File: config.mk
export PLATFORM = sky130hd
export DESIGN_NAME = pc_seq_unit_flat
export DESIGN_NICKNAME = d
export VERILOG_FILES = /design/src/rtl/pc_seq_unit_if.sv /design/src/rtl/pc_seq_unit.sv /design/src/flat_wrapper.sv
export SDC_FILE = /design/constraint.sdc
export NUM_CORES = 1
export LEC_CHECK = 0
export CORE_ASPECT_RATIO = 0.75
export CORE_MARGIN = 1
export CORE_UTILIZATION = 46
export DETAILED_ROUTE_END_ITERATION = 8
export GPL_TIMING_DRIVEN = 0
export PLACE_DENSITY = 0.86
export SKIP_LAST_GASP = 1
export SLEW_MARGIN = 20
export SYNTH_ARGS = -nofsm -noshare
export SYNTH_HDL_FRONTEND = slang
export SYNTH_SLANG_ARGS = --single-unit
File: constraint.sdc
create_clock -name clk -period 2.9 [get_ports clk]
set_clock_uncertainty 0.15 [all_clocks]
set_input_delay 0.29 -clock clk [delete_from_list [all_inputs] [get_ports clk]]
set_output_delay 0.29 -clock clk [all_outputs]
set_load 0.1 [all_outputs]
File: src/rtl/pc_seq_unit_if.sv
// pc_seq_unit_if: groups the next-PC request signals and the PC outputs that
// run between the next-PC logic (master) and pc_seq_unit (slave).
interface pc_seq_unit_if #(
    parameter int WIDTH = 32
);
    logic             stall;
    logic             branch_taken;
    logic [WIDTH-1:0] branch_target;
    logic             jump;
    logic [WIDTH-1:0] jump_target;
    logic             call;
    logic             ret;
    logic             halt_req;
    logic             resume;
    logic [WIDTH-1:0] pc;
    logic [WIDTH-1:0] pc_plus;
    logic             pc_valid;
    logic             halted;
    logic             misalign;
    logic             ras_empty;

    // Next-PC logic: drives requests, observes the PC.
    modport master (
        output stall, branch_taken, branch_target, jump, jump_target,
               call, ret, halt_req, resume,
        input  pc, pc_plus, pc_valid, halted, misalign, ras_empty
    );

    // PC sequencer: consumes requests, owns the PC.
    modport slave (
        input  stall, branch_taken, branch_target, jump, jump_target,
               call, ret, halt_req, resume,
        output pc, pc_plus, pc_valid, halted, misalign, ras_empty
    );
endinterface

File: src/rtl/pc_seq_unit.sv
// pc_seq_unit: program counter sequencer for the single-cycle MIPS datapath.
// Holds the PC, resolves halt > jump > branch > stall > increment, and runs a
// BOOT/RUN/HALT control FSM. Define PC_RAS_EN to add a circular return-address
// stack that serves ret redirects; without it ras_empty is tied high.
module pc_seq_unit #(
    parameter int          WIDTH     = 32,
    parameter logic [31:0] RESET_VEC = 32'h0000_0000,
    parameter int          INC       = 4,
    parameter int          RAS_DEPTH = 4
) (
    input  logic            clk,
    input  logic            rst,
    pc_seq_unit_if.slave    bus
);
    typedef enum logic [1:0] {
        S_BOOT = 2'd0,
        S_RUN  = 2'd1,
        S_HALT = 2'd2
    } state_t;

    localparam logic [WIDTH-1:0] RESET_PC = WIDTH'(RESET_VEC);

    state_t           state;
    logic [WIDTH-1:0] pc;
    logic [WIDTH-1:0] pc_plus;
    logic             pc_valid;
    logic             halted;
    logic             misalign;
    logic             accept;
    logic             redirect;
    logic [WIDTH-1:0] target;
    logic             ras_hit;
    logic [WIDTH-1:0] ras_top_val;

    assign pc_plus = pc + WIDTH'(INC);

    // A redirect or stack operation is only honoured in RUN without a halt request.
    assign accept   = (state == S_RUN) && !bus.halt_req;
    assign redirect = bus.jump || bus.branch_taken;

    // Select the raw redirect target: jump beats branch, a ret with a live stack
    // entry takes the stacked address instead of jump_target.
    always_comb begin
        // NOTE: every signal written here gets a default first so no latch is inferred.
        target = bus.branch_target;
        if (bus.jump) begin
            target = (bus.ret && ras_hit) ? ras_top_val : bus.jump_target;
        end
    end

    // Control FSM and PC register; pc_valid, halted and misalign are registered.
    always_ff @(posedge clk or negedge rst) begin
        // NOTE: state uses non-blocking assignments so every register sees pre-edge values.
        if (!rst) begin
            state    <= S_BOOT;
            pc       <= RESET_PC;
            pc_valid <= 1'b0;
            halted   <= 1'b0;
            misalign <= 1'b0;
        end else begin
            misalign <= 1'b0;
            case (state)
                S_BOOT: begin
                    state    <= S_RUN;
                    pc_valid <= 1'b1;
                end
                S_RUN: begin
                    if (bus.halt_req) begin
                        state    <= S_HALT;
                        pc_valid <= 1'b0;
                        halted   <= 1'b1;
                    end else if (redirect) begin
                        pc       <= {target[WIDTH-1:2], 2'b00};
                        misalign <= |target[1:0];
                    end else if (!bus.stall) begin
                        pc <= pc_plus;
                    end
                end
                S_HALT: begin
                    if (bus.resume && !bus.halt_req) begin
                        state    <= S_RUN;
                        pc_valid <= 1'b1;
                        halted   <= 1'b0;
                    end
                end
                default: begin
                    state    <= S_BOOT;
                    pc_valid <= 1'b0;
                    halted   <= 1'b0;
                end
            endcase
        end
    end

`ifdef PC_RAS_EN
    localparam int PW = $clog2(RAS_DEPTH);
    localparam logic [PW:0] RAS_FULL = (PW+1)'(RAS_DEPTH);

    logic [WIDTH-1:0] ras_mem [RAS_DEPTH];
    logic [PW-1:0]    ras_top;
    logic [PW:0]      ras_count;
    logic             ras_push;
    logic             ras_pop;

    // ret wins over call when both are set, so a push needs ret low.
    assign ras_push    = accept && bus.jump && bus.call && !bus.ret;
    assign ras_pop     = accept && bus.jump && bus.ret && ras_hit;
    assign ras_hit     = (ras_count != '0);
    assign ras_top_val = ras_mem[ras_top];
    assign bus.ras_empty = !ras_hit;

    // Stack pointer and occupancy; a push when full overwrites the oldest slot.
    always_ff @(posedge clk or negedge rst) begin
        if (!rst) begin
            ras_top   <= '0;
            ras_count <= '0;
        end else if (ras_push) begin
            ras_top <= ras_top + 1'b1;
            if (ras_count != RAS_FULL) begin
                ras_count <= ras_count + 1'b1;
            end
        end else if (ras_pop) begin
            ras_top   <= ras_top - 1'b1;
            ras_count <= ras_count - 1'b1;
        end
    end

    // Return-address storage, written with the address after the call.
    always_ff @(posedge clk) begin
        // NOTE: the stack array has no reset; clearing ras_count makes stale entries unreachable.
        if (ras_push) begin
            ras_mem[ras_top + 1'b1] <= pc_plus;
        end
    end
`else
    logic ras_cfg_unused;

    assign ras_cfg_unused = (RAS_DEPTH >= 2);
    assign ras_hit        = 1'b0;
    assign ras_top_val    = '0;
    assign bus.ras_empty  = 1'b1;
`endif

    assign bus.pc       = pc;
    assign bus.pc_plus  = pc_plus;
    assign bus.pc_valid = pc_valid;
    assign bus.halted   = halted;
    assign bus.misalign = misalign;
endmodule

File: src/flat_wrapper.sv
// flat-port wrapper written by rule: the top's interface ports become plain ports
module pc_seq_unit_flat 
#(
    parameter int          WIDTH     = 32,
    parameter logic [31:0] RESET_VEC = 32'h0000_0000,
    parameter int          INC       = 4,
    parameter int          RAS_DEPTH = 4
)
  (clk, rst, bus_stall, bus_branch_taken, bus_branch_target, bus_jump, bus_jump_target, bus_call, bus_ret, bus_halt_req, bus_resume, bus_pc, bus_pc_plus, bus_pc_valid, bus_halted, bus_misalign, bus_ras_empty);
  pc_seq_unit_if #(.WIDTH(WIDTH)) bus_i ();
  input  logic clk;
  input  logic rst;
  input wire logic [$bits(bus_i.stall)-1:0] bus_stall;
  input wire logic [$bits(bus_i.branch_taken)-1:0] bus_branch_taken;
  input wire logic [$bits(bus_i.branch_target)-1:0] bus_branch_target;
  input wire logic [$bits(bus_i.jump)-1:0] bus_jump;
  input wire logic [$bits(bus_i.jump_target)-1:0] bus_jump_target;
  input wire logic [$bits(bus_i.call)-1:0] bus_call;
  input wire logic [$bits(bus_i.ret)-1:0] bus_ret;
  input wire logic [$bits(bus_i.halt_req)-1:0] bus_halt_req;
  input wire logic [$bits(bus_i.resume)-1:0] bus_resume;
  output wire logic [$bits(bus_i.pc)-1:0] bus_pc;
  output wire logic [$bits(bus_i.pc_plus)-1:0] bus_pc_plus;
  output wire logic [$bits(bus_i.pc_valid)-1:0] bus_pc_valid;
  output wire logic [$bits(bus_i.halted)-1:0] bus_halted;
  output wire logic [$bits(bus_i.misalign)-1:0] bus_misalign;
  output wire logic [$bits(bus_i.ras_empty)-1:0] bus_ras_empty;
  assign bus_i.stall = bus_stall;
  assign bus_i.branch_taken = bus_branch_taken;
  assign bus_i.branch_target = bus_branch_target;
  assign bus_i.jump = bus_jump;
  assign bus_i.jump_target = bus_jump_target;
  assign bus_i.call = bus_call;
  assign bus_i.ret = bus_ret;
  assign bus_i.halt_req = bus_halt_req;
  assign bus_i.resume = bus_resume;
  assign bus_pc = bus_i.pc;
  assign bus_pc_plus = bus_i.pc_plus;
  assign bus_pc_valid = bus_i.pc_valid;
  assign bus_halted = bus_i.halted;
  assign bus_misalign = bus_i.misalign;
  assign bus_ras_empty = bus_i.ras_empty;
  pc_seq_unit #(.WIDTH(WIDTH), .RESET_VEC(RESET_VEC), .INC(INC), .RAS_DEPTH(RAS_DEPTH)) u_core (.clk(clk), .rst(rst), .bus(bus_i));
endmodule
; Yosys cells after proc, flatten, opt, wreduce, memory -nomap -nowiden
; Cells that the tools add are included.
[word_totals]
in_bits = 73
wordCells = 36
ff_bits = 37
[classes]
mux = 15
n_eq_ne = 5
add_sub_neg = 1
n_reduce_logical = 8
bitwise = 2
[op_table]
columns = operator, n
row1 = $mux W32, 3
row2 = $add A32 B3 Y32 const B, 1
row3 = $mux W1, 7
row4 = $pmux W1 S3, 2
row5 = $pmux W2 S3, 1
row6 = $reduce_and A3 Y1, 2
row7 = $mux W2, 2
row8 = $ne A2 B1 Y1 const B, 2
row9 = $eq A2 B1 Y1 const B, 1
row10 = $eq A2 B2 Y1 const B, 1
row11 = $logic_not A2 Y1, 1
row12 = $ne A2 B2 Y1 const B, 1
row13 = $not A1 Y1, 2
row14 = $reduce_and A2 Y1, 1
row15 = $reduce_or A2 Y1, 1
row16 = $logic_and A1 B1 Y1, 1
row17 = $logic_not A1 Y1, 1
row18 = $logic_or A1 B1 Y1, 1

; Depth between registers and ports, before layout
[logic_depth]
word_depth = 5
mapped_depth = 7
mapped_depth_nobuf = 5

; Worst setup path before layout
; Ideal clock, no wire load.
[synth_timing]
kind = flip-flop to output port
from = reg u_core.pc[5] (netlist: u_core.bus.pc[5])
to = out bus_pc_plus[31]
t_required_ns = 2.460
setup_slack_ns = -1.253
stages_incl_launch_ff = 7
arrival_ns = 3.713
path_cell_list = dfrtp_1 > buf_2 > nand4_4 > buf_2 > nor3_1 > nand4_1 > xnor2_1
[synth_between]
elab_chain_len = 1
[synth_lines]
columns = item, line_no
row1 = "start, declared", pc_seq_unit.sv:24  ; logic [WIDTH-1:0] pc;
row2 = "start signal, assigned", pc_seq_unit.sv:73  ; pc <= {target[WIDTH-1:2], 2'b00};
row3 = "start signal, assigned", pc_seq_unit.sv:76  ; pc <= pc_plus;
row4 = $add A32 B3 Y32, pc_seq_unit.sv:35  ; assign pc_plus = pc + WIDTH'(INC);
row5 = "end, declared", flat_wrapper.sv:23  ; output wire logic [$bits(bus_i.pc_plus)-1:0] bus_pc_plus;
; No other way between the ends.

; Final worst setup path
[layout_timing]
from = reg u_core.pc[22] (netlist: u_core.bus.pc[22])
to = out bus_pc_plus[31]
; Same word-level chain as after synthesis.

==> metrics <==
outcome=finished, final reports clean; per-instance average area after synthesis=8.08 um2; highest net fanout along the worst path=10; CTS sink count=34; Crit. Startpoint=u_core.bus.pc[22]; CTS tree=done; last element of the critical path=bus_pc_plus[31]; register-to-register path setup slack=480 ps; clock buffer count from CTS=5; Max Clk Rate=349 MHz; MaxCap Viol Count=0; crit-path cells=clkbuf_2 > nand4_1 > buf_4 > nor3_2 > buf_2 > nand4_1 > xnor2_4 > buf_6; starting density of the core=48.5%; Tightest Pin Transition=1010 ps; detailed-route vias per instance=6.37; pin count of the biggest net entering global routing=30; Port Buf Inserts=132; sum of negative setup slack=0 ps; top area cells in the synthesized netlist=sky130_fd_sc_hd__dfrtp_1 27%, sky130_fd_sc_hd__xnor2_1 5.3%, sky130_fd_sc_hd__a22o_1 5.1%, sky130_fd_sc_hd__nand4_1 5.0%, sky130_fd_sc_hd__nand2_1 4.3%; part of the cycle the worst path needs=98.8%; final critical-path required period=2860 ps; top-level port count=141; Total Routing Usage GR=35.0%; Synth warnings=0; vias in the first global route=3731; number of violations reported at the end of detailed-routing iteration 0=433; count of flip-flops with a built-in enable after synthesis=0; kind of critical path=flip-flop to output pin; area share of the leading cell type in the synthesized netlist=27.4%; number of standard cells after synthesis=385; final layout net count=610; startpoint types=flip-flop; area of the die=7100 um2; Die X=97.0 um; drt wl/cell=20.4 um; fraction of final layout cells with drive strength greater than 1=27.6%; number of vias in the routed layout=3939; count of final hold-check violations=0; CP max stage delay=360 ps; Most used DFF post-synth=sky130_fd_sc_hd__dfrtp_1; clock tree root driver cell=sky130_fd_sc_hd__clkbuf_8; Layout area overhead=68.8%; final setup vio count=0; number of buffers on the longest clock path=2; RSZ-0062 raised after global routing=true; Seq cells post-synth=34; Final Wtd Congestion=0.916; H-tree depth reported by CTS=2; cell taking the most area after synthesis=sky130_fd_sc_hd__dfrtp_1; startpoint of the worst register-to-register path=u_core.bus.pc[5]; # DRC=0; placement row count=25; share of async-settable or async-resettable flops after synthesis=100%; CP dominant cell by count=sky130_fd_sc_hd__nand4_1; post-route antenna net violation count=0; count of different cell masters after synthesis=58; Worst Hold Class=primary input to asynchronous set/reset pin; antenna diode count=0; most used standard cells in the synthesized netlist=36 x sky130_fd_sc_hd__nand2_1, 34 x sky130_fd_sc_hd__dfrtp_1, 31 x sky130_fd_sc_hd__nor2_1, 25 x sky130_fd_sc_hd__nand4_1, 19 x sky130_fd_sc_hd__xnor2_1; final number of max-transition violations=0; Core Box Area=6410 um2; critical-path cell with the highest stage delay=sky130_fd_sc_hd__dfrtp_2; Clk Latency, worst-skew pair=300 ps; antenna violations before repair=0; Mapped Area=3110 um2; final global-route overflow total=0; number of iterations in the first detailed-routing pass=6; clock transition time at the flip-flop clock pins of the worst setup and hold paths=80 ps; chip height=73.2 um; share of synthesized area occupied by flip-flops and latches=27.4%; Arrival @ worst endpoint=2420 ps; cell with the most instances after synthesis=sky130_fd_sc_hd__nand2_1; Crit Reg-Reg Endpoint=u_core.bus.pc[29]; worst rel slew slack=32.6%; sum of net half-perimeters after detailed placement=8.88 mm; Worst R2R Path Depth=6; WP data required=2460 ps; element type at the critical path end=output pin; total detailed-routing wirelength=12.6 mm; first-pass GRT wire length=19.2 mm
## layer usage
| layer | wire, um | up-vias | part of all wire [%] | track usage, % |
|---|---|---|---|---|
| met1 | 4890 | 1852 | 39 | 45.4 |
| met4 | 293 | 0 | 2.3 | 13.6 |
| met3 | 1490 | 33 | 12 | 8.72 |
| met2 | 5900 | 322 | 47 | 57.0 |
| li1 | - | 1732 | - | - |
| met5 | 0 | - | 0 | 0 |
## how the worst min path moves through the flow
stage,to,from
2_1_floorplan,u_core.bus.halted,rst
4_1_cts,u_core.bus.pc[11],rst
5_1_grt,u_core.bus.pc[9],rst
3_3_place_gp,u_core.bus.halted,u_core.state[1]
3_5_place_dp,u_core.bus.pc[11],rst
6_report,u_core.bus.pc[9],rst
## flip-flops by register name, summed over array words and instances, names as in the netlist
name                 count
u_core.state             2
u_core.bus.halted        1
u_core.bus.pc           30
u_core.bus.misalign      1
## cell families after synthesis
logic type / count (synthesis) / synth area share [%]
AOI/OAI and AO/OA: 96 / 22.4
xor gates and xnor gates: 28 / 7.88
adders and majority gates: 1 / 0.402
buffers and inverters: 49 / 8.25
DFF: 34 / 27.4
muxes: 12 / 3.86
other: 2 / 0.241
and+or+nand+nor: 163 / 29.6
## area by class of cell
class / instances / area [um2]
tap: 81 / 101
fill: 401 / 1160
clock buffer: 8 / 80.1
inverter: 10 / 37.5
multi-input combinational: 305 / 2530
sequential: 34 / 905
timing repair buffer: 141 / 1370
buffer: 39 / 225
## placed cells by master, fill, tap and decap left out, types with 6 or more instances in the layout
cell / synthesis / routed
sky130_fd_sc_hd__clkdlybuf4s50_1: 0 / 103
sky130_fd_sc_hd__nand2_1: 36 / 34
sky130_fd_sc_hd__nor2_1: 31 / 30
sky130_fd_sc_hd__nand4_1: 25 / 25
sky130_fd_sc_hd__buf_4: 5 / 20
sky130_fd_sc_hd__a22o_1: 18 / 18
sky130_fd_sc_hd__buf_2: 13 / 16
sky130_fd_sc_hd__dfrtp_2: 0 / 16
sky130_fd_sc_hd__clkbuf_1: 13 / 15
sky130_fd_sc_hd__nand3_1: 16 / 14
sky130_fd_sc_hd__o21ai_1: 14 / 14
sky130_fd_sc_hd__a21oi_1: 14 / 14
sky130_fd_sc_hd__mux2i_1: 12 / 12
sky130_fd_sc_hd__xnor2_4: 0 / 11
sky130_fd_sc_hd__buf_6: 3 / 11
sky130_fd_sc_hd__o21ai_0: 10 / 10
sky130_fd_sc_hd__inv_1: 9 / 9
sky130_fd_sc_hd__dfrtp_1: 34 / 9
sky130_fd_sc_hd__dfrtp_4: 0 / 9
sky130_fd_sc_hd__nor4_4: 2 / 8
sky130_fd_sc_hd__xnor2_2: 0 / 8
sky130_fd_sc_hd__o2bb2ai_1: 8 / 8
sky130_fd_sc_hd__nor3_1: 12 / 7
sky130_fd_sc_hd__nor4_1: 11 / 7
sky130_fd_sc_hd__xor2_2: 0 / 6
## stage by stage
| step | instance area [um2] | util, % | setup slack, ps | hold WS, ps | cells |
|---|---|---|---|---|---|
| after floorplan | 3550 | - | -129 | -156 | 388 |
| after global placement | 4980 | 77.6 | -687 | 350 | 601 |
| final | 5250 | 81.9 | 35.8 | 219 | 618 |
| after CTS | 5100 | 79.5 | -170 | 211 | 611 |
| after detailed placement | 4990 | 77.9 | -732 | -12.3 | 602 |
| after global routing | 5250 | 81.9 | -130 | 224 | 618 |
## worst max-delay path: cells and delay by family, from the launching register on
family                 cells  cell delay [ps]
buffers and inverters      4              940
AND/OR/NAND/NOR            3              600
flip-flops                 1              360
XOR/XNOR                   1              230
## what timing repair did
| action | 4_1_cts | 5_1_grt |
|---|---|---|
| gates resized for setup | 132 | 38 |
| setup endpoints to repair | 28 | 21 |
| pin swaps | 0 | 9 |
| hold buffers | 1 | 0 |
| buffers inserted | 0 | 7 |
| hold endpoints to repair | 34 | 0 |
Power is left out: the tool's default activity adds up to more than one toggle a clock period on the data nets, which glitch-free logic cannot reach.
